--- config.mk ---
export PLATFORM = sky130hd
export DESIGN_NAME = aon_rtc_counter_flat
export DESIGN_NICKNAME = d
export VERILOG_FILES = /design/src/rtl/aon_rtc_counter_if.sv /design/src/rtl/aon_rtc_counter.sv /design/src/flat_wrapper.sv
export SDC_FILE = /design/constraint.sdc
export NUM_CORES = 1
export LEC_CHECK = 0
export BUFFER_PORTS_ARGS = -buffer_cell sky130_fd_sc_hd__clkbuf_2
export CORE_MARGIN = 2
export CORE_UTILIZATION = 40
export CTS_CLUSTER_DIAMETER = 200
export CTS_CLUSTER_SIZE = 40
export DETAILED_ROUTE_END_ITERATION = 10
export PLACE_DENSITY = 0.71
export SETUP_SLACK_MARGIN = 0.5
export SLEW_MARGIN = 20
export SYNTH_ARGS = -nofsm -noshare
export SYNTH_HDL_FRONTEND = slang
export SYNTH_SLANG_ARGS = --single-unit
--- constraint.sdc ---
create_clock -name clk -period 2.45 [get_ports clk]
set_input_delay 0.1225 -clock clk [delete_from_list [all_inputs] [get_ports clk]]
set_output_delay 0.1225 -clock clk [all_outputs]
set_load 0.05 [all_outputs]
--- src/rtl/aon_rtc_counter_if.sv ---
// Load handshake bundle for the AON real-time counter.
// The master drives the load request; the slave answers with load_ready.
interface aon_rtc_counter_if #(
  parameter int unsigned CNT_WIDTH = 48
);
  logic                 load_valid;
  logic [CNT_WIDTH-1:0] load_data;
  logic                 load_ready;

  modport master (output load_valid, output load_data, input load_ready);
  modport slave  (input load_valid, input load_data, output load_ready);
endinterface

--- src/rtl/aon_rtc_counter.sv ---
// Always-on real-time counter: counts rising edges of the divided lfclk level,
// exposes a scaled view with a sticky compare-match interrupt and a load port.
module aon_rtc_counter #(
  parameter int unsigned CNT_WIDTH   = 48,
  parameter int unsigned CMP_WIDTH   = 32,
  parameter int unsigned SCALE_WIDTH = 4
) (
  input  logic                   clk,
  input  logic                   reset_n,
  input  logic                   lfclk_in,
  input  logic                   enable,
  input  logic [SCALE_WIDTH-1:0] scale,
  input  logic [CMP_WIDTH-1:0]   cmp_value,
  input  logic                   ip_clear,
  aon_rtc_counter_if.slave       load_if,
  output logic [CNT_WIDTH-1:0]   count_out,
  output logic [CMP_WIDTH-1:0]   scaled_out,
  output logic                   tick_out,
  output logic                   ip
);

  localparam int unsigned SHW = (CNT_WIDTH > CMP_WIDTH) ? CNT_WIDTH : CMP_WIDTH;

  logic                 s1;
  logic                 s2;
  logic                 prev;
  logic                 lf_edge;
  logic [CNT_WIDTH-1:0] count_q;
  logic                 tick_q;
  logic                 ip_q;
  logic                 ready_q;
  logic                 load_accept;
  logic [SHW-1:0]       count_ext;
  logic                 match;

  assign lf_edge     = s2 & ~prev;
  assign load_accept = load_if.load_valid & ready_q;

  // Zero-extend before shifting so bits above the counter read as 0.
  assign count_ext   = SHW'(count_q);
  assign scaled_out  = CMP_WIDTH'(count_ext >> scale);
  assign match       = (scaled_out >= cmp_value);

  always_ff @(posedge clk or negedge reset_n) begin
    if (!reset_n) begin
      s1      <= 1'b0;
      s2      <= 1'b0;
      prev    <= 1'b0;
      count_q <= '0;
      tick_q  <= 1'b0;
      ip_q    <= 1'b0;
      ready_q <= 1'b1;
    end else begin
      // Edge history keeps tracking while disabled so re-enable never counts a stale level.
      s1      <= lfclk_in;
      s2      <= s1;
      prev    <= s2;
      ready_q <= ~load_accept;

      if (load_accept) begin
        count_q <= load_if.load_data;
        tick_q  <= 1'b0;
      end else if (enable && lf_edge) begin
        count_q <= count_q + CNT_WIDTH'(1);
        tick_q  <= 1'b1;
      end else begin
        tick_q  <= 1'b0;
      end

      if (match) begin
        ip_q <= 1'b1;
      end else if (ip_clear) begin
        ip_q <= 1'b0;
      end
    end
  end

  assign load_if.load_ready = ready_q;
  assign count_out          = count_q;
  assign tick_out           = tick_q;
  assign ip                 = ip_q;

endmodule

--- src/flat_wrapper.sv ---
// flat-port wrapper written by rule: the top's interface ports become plain ports
module aon_rtc_counter_flat 
#(
  parameter int unsigned CNT_WIDTH   = 48,
  parameter int unsigned CMP_WIDTH   = 32,
  parameter int unsigned SCALE_WIDTH = 4
)
  (clk, reset_n, lfclk_in, enable, scale, cmp_value, ip_clear, count_out, scaled_out, tick_out, ip, load_if_load_valid, load_if_load_data, load_if_load_ready);
  aon_rtc_counter_if #(.CNT_WIDTH(CNT_WIDTH)) load_if_i ();
  input  logic clk;
  input  logic reset_n;
  input  logic lfclk_in;
  input  logic enable;
  input  logic [SCALE_WIDTH-1:0] scale;
  input  logic [CMP_WIDTH-1:0] cmp_value;
  input  logic ip_clear;
  output logic [CNT_WIDTH-1:0] count_out;
  output logic [CMP_WIDTH-1:0] scaled_out;
  output logic tick_out;
  output logic ip;
  input wire logic [$bits(load_if_i.load_valid)-1:0] load_if_load_valid;
  input wire logic [$bits(load_if_i.load_data)-1:0] load_if_load_data;
  output wire logic [$bits(load_if_i.load_ready)-1:0] load_if_load_ready;
  assign load_if_i.load_valid = load_if_load_valid;
  assign load_if_i.load_data = load_if_load_data;
  assign load_if_load_ready = load_if_i.load_ready;
  aon_rtc_counter #(.CNT_WIDTH(CNT_WIDTH), .CMP_WIDTH(CMP_WIDTH), .SCALE_WIDTH(SCALE_WIDTH)) u_core (.clk(clk), .reset_n(reset_n), .lfclk_in(lfclk_in), .enable(enable), .scale(scale), .cmp_value(cmp_value), .ip_clear(ip_clear), .load_if(load_if_i), .count_out(count_out), .scaled_out(scaled_out), .tick_out(tick_out), .ip(ip));
endmodule
==> results.py <==
metrics = {
    "status": {
        "status": "finished, violations left",
        "violations_in_the_final_reports": "negative setup slack",
    },
    "setup_path": {
        "critPathCaptureType": "flop",
        "worstPathBufferInverterCount": 0,
        "cp.required_ps": 2670,
        "cp.arrival_ps": 2950,
        "critical_path_depth": 9,
        "worstPathCellList": "mux4_2 > mux4_2 > ha_4 > nand4_1 > nor4bb_4 > nand2_1 > nand3_1 > a21oi_1 > o21ai_1",
        "slowest_stage": "sky130_fd_sc_hd__mux4_2",
        "path_class": "reg -> reg",
        "cp_top_family": "multiplexers",
        "critical-path-max-stage-delay_ps": 550,
        "worst_path_most_repeated_cell": "sky130_fd_sc_hd__mux4_2",
        "worst_setup_path_start_kind": "flop",
        "worstRegToRegCells": 9,
        "critPathMaxFanout": 5,
    },
    "floorplanning": {
        "core.rowCount": 42,
        "initial_utilization": 0.4122,
        "die-height_um": 121.1,
        "die_w_um": 121.1,
        "fp.dieArea_um2": 14650,
        "fp.coreArea_um2": 13300,
        "floorplan.io_pins": 173,
    },
    "yosys": {
        "synthDominantAreaCellType": "sky130_fd_sc_hd__dfrtp_1",
        "yosys-top-cells-area": "sky130_fd_sc_hd__dfrtp_1, sky130_fd_sc_hd__mux4_2, sky130_fd_sc_hd__mux2i_1",
        "netlist.area_leader.share": 0.2420,
        "yosys.cell_types.count": 43,
        "synth-seq-cells": 54,
        "yosysSeqAreaShare": 0.2468,
        "yosys_warnings": 0,
        "syn_area_per_cell_um2": 8.617,
        "mappedNetlistNets": 759,
        "synth_async_sr_flop_share": 1.000,
        "ys.flop_type": "sky130_fd_sc_hd__dfrtp_1",
        "synth_enable_flop_cells": 0,
        "syn-instance-count": 636,
        "syn_area_um2": 5480,
    },
    "clock_tree": {
        "tritoncts": "done",
        "clkLatencyLatePin_ps": 300,
        "htree_levels": 2,
        "cts_root_buffer": "sky130_fd_sc_hd__clkbuf_16",
        "cts.sink_count": 54,
        "clk_pin_slew_ps": 80,
        "number_of_clock_buffers_inserted_by_tritoncts": 5,
        "buffer_depth_of_the_longest_clock_path": 2,
    },
    "global_route": {
        "grt_util_met3": 0.03759,
        "grt_antenna_before_repair": 0,
        "grt_overflow": 0,
        "use_met1": 0.3496,
        "globalRouteMet2Util": 0.4273,
        "grt_start_max_net_pins": 55,
        "global_route_wire_length_before_repair_um": 30130,
        "global_route_usage_over_all_layers": 0.2576,
        "grt_most_used_layer": "met2",
        "grt_pass1_vias": 5979,
    },
    "detailed_routing": {
        "antenna_left": 0,
        "detail_route.first_pass.iterations": 4,
        "drtIter0Drc": 370,
        "dr_total_vias": 6364,
        "drt-wirelength-per-cell_um": 18.54,
        "drc": 0,
        "postRouteWirelength_um": 21340,
        "post_drt_via_cell_ratio": 5.529,
    },
    "place": {
        "preCtsSetupSlack_ps": -295.3,
        "postPlaceCellArea_um2": 7949,
        "numPortBuffers": 172,
        "dp_cells": 1091,
        "detailedPlacementHpwl_um": 13890,
        "place.gp.congestion": 0.8975,
    },
    "pwr": {
        "clock_power_share": 0.138,
        "cell_internal_pwr_mw": 3.377,
        "comb_power_share": 0.670,
        "peak_vdd_ir_mv": 0.3407,
        "total_leakage_power_nw": 4.588,
        "power.net_switching_mw": 2.727,
        "power.share.sequential": 0.192,
        "switching_share": 0.4468,
        "power-per-cell-area_nw_per_um2": 613.2,
        "total_power_mw": 6.104,
    },
    "timing": {
        "timing.final.crit_period_ps": 2723,
        "finalSetupViolCount": 2,
        "worstMarginPinSlew_ps": 735.9,
        "hold-worst-slack_ps": 19.69,
        "final_max_slew_viol_count": 0,
        "hold_violations": 0,
        "post_route_fraction_of_the_period_consumed_by_the_critical_path": 1.111,
        "max_clock_freq_ghz": 0.3673,
        "clock_skew_ps": 9.746,
        "finalWorstSetupSlack_ps": -272.9,
        "grt_setup_unrepaired": "yes",
        "slew-limit-headroom": 0.5094,
    },
    "layout": {
        "instances_no_fill": 1151,
        "multiInputGateArea_um2": 4795,
        "antenna_cells": 0,
        "final_nets": 1097,
        "post_route_cells_drive_above_1_share": 0.5979,
        "finalInstanceArea_um2": 9955,
        "final-seq-area_um2": 1400,
        "fill_cells": 842,
        "syn2layout_area_growth_pct": 81.64,
    },
    "worst_hold_path": {
        "min_delay_path_depth": 2,
        "hold_path_class": "in -> reg",
    },
    "run": {
        "max_cap_violations": 0,
    },
}
==> per-stage QoR <==
stage,TNS [ps],util
finish,-282.8,0.7487
detailed placement,-295.3,0.5979
global placement,-259.2,0.5979
floorplan,-413.3,-
CTS,-196.4,0.6893
global route,-381.6,0.7487
==> state kept, by name (all words and copies together), names as in the netlist <==
register / flops
u_core.s1: 1
u_core.tick_out: 1
u_core.s2: 1
u_core.prev: 1
u_core.ip: 1
u_core.count_out: 48
u_core.load_if.load_ready: 1
==> metal layers <==
layer / vias up / wire length, um
met1: 3072 / 8727
met4: 0 / 711
met5: - / 0
met3: 54 / 1376
li1: 2948 / -
met2: 290 / 10520
==> layout by cell type (no fill, tap or decap), drive strengths merged, types with 2 or more instances in the layout <==
cell,count
ha,33
clkinv,2
nor3,15
clkbuf,165
dlygate4sd3,2
xor2,23
nand2,56
nor4,3
a211oi,9
and3,4
nand4b,2
nor2b,6
a21oi,80
o21ai,23
nor2,73
mux4,26
dfrtp,53
and2,6
nand4,16
buf,207
nand3,22
and4,6
mux2i,58
a31oi,7
xnor2,23
mux2,6
inv,41
==> Yosys cell counts (all sizes together) (4+ instances only) <==
master,n
a211oi,9
xnor2,23
mux2i,58
nand3,22
nand4,16
mux4,26
and4,6
nand2,56
o21ai,23
dfrtp,53
and2,6
nor3,15
a21oi,80
inv,40
clkbuf,15
mux2,6
xor2,23
ha,33
a31oi,7
nor2b,6
and3,4
nor2,73
buf,23
==> worst register-to-register path, delay by kind of cell, from the launching register on <==
family	cells	cell delay, ps
multiplexers	2	1080
AND/OR/NAND/NOR	4	690
flip-flops	1	450
adder cells (fa/ha/maj)	1	320
AO/OA/AOI/OAI	2	120
==> area by class of cell <==
type | instances | area share
flip-flops and latches | 54 | 0.1406
clock inverters | 3 | 0.004399
multi-input cells | 503 | 0.4816
repair buffers | 369 | 0.3232
inverters | 41 | 0.01546
clock buffers | 5 | 0.01257
well taps | 176 | 0.02212
==> cells by family (layout without fill, tap and decap cells) <==
| group | count (synthesis) | count (layout) | synth area share |
|---|---|---|---|
| xor+xnor | 46 | 46 | 0.07351 |
| fa+ha+maj | 33 | 33 | 0.07534 |
| buf+inv | 79 | 418 | 0.06050 |
| compound gates | 121 | 121 | 0.1174 |
| flops | 54 | 54 | 0.2468 |
| simple gates | 213 | 213 | 0.2014 |
| mux | 90 | 90 | 0.2251 |
==> timing repair <==
action / 4_1_cts / 5_1_grt
pin swaps: 25 / 77
hold buffers: 2 / 0
endpoints found under the hold margin: 54 / 0
resized for setup: 189 / 120
gates cloned: 0 / 1
setup endpoints to repair: 48 / 59
setup buffers: 15 / 34
==> power by group through the flow <==
stage	clock network [mW]	logic [mW]	registers (mW)
floorplan	0	1.51	1.63
global placement	0	3.06	1.17
detailed placement	0	3.10	1.17
CTS	0.848	3.69	1.16
global route	0.884	4.30	1.18
finish	0.840	4.09	1.17
==> final timing paths <==
| path | start | end | slack (ps) |
|---|---|---|---|
| max in group asynchronous | reset_n | u_core.count_out[27] | 1410 |
| setup / recovery | u_core.count_out[30] | u_core.ip | -270 |
| setup reg to reg | u_core.count_out[30] | u_core.ip | -270 |
| hold reg to reg | u_core.s1 | u_core.s2 | 350 |
| min in group asynchronous | reset_n | u_core.count_out[9] | 500 |
| hold / removal | load_if_load_valid | u_core.tick_out | 20 |
No activity file was read; power rests on OpenSTA's default activity.
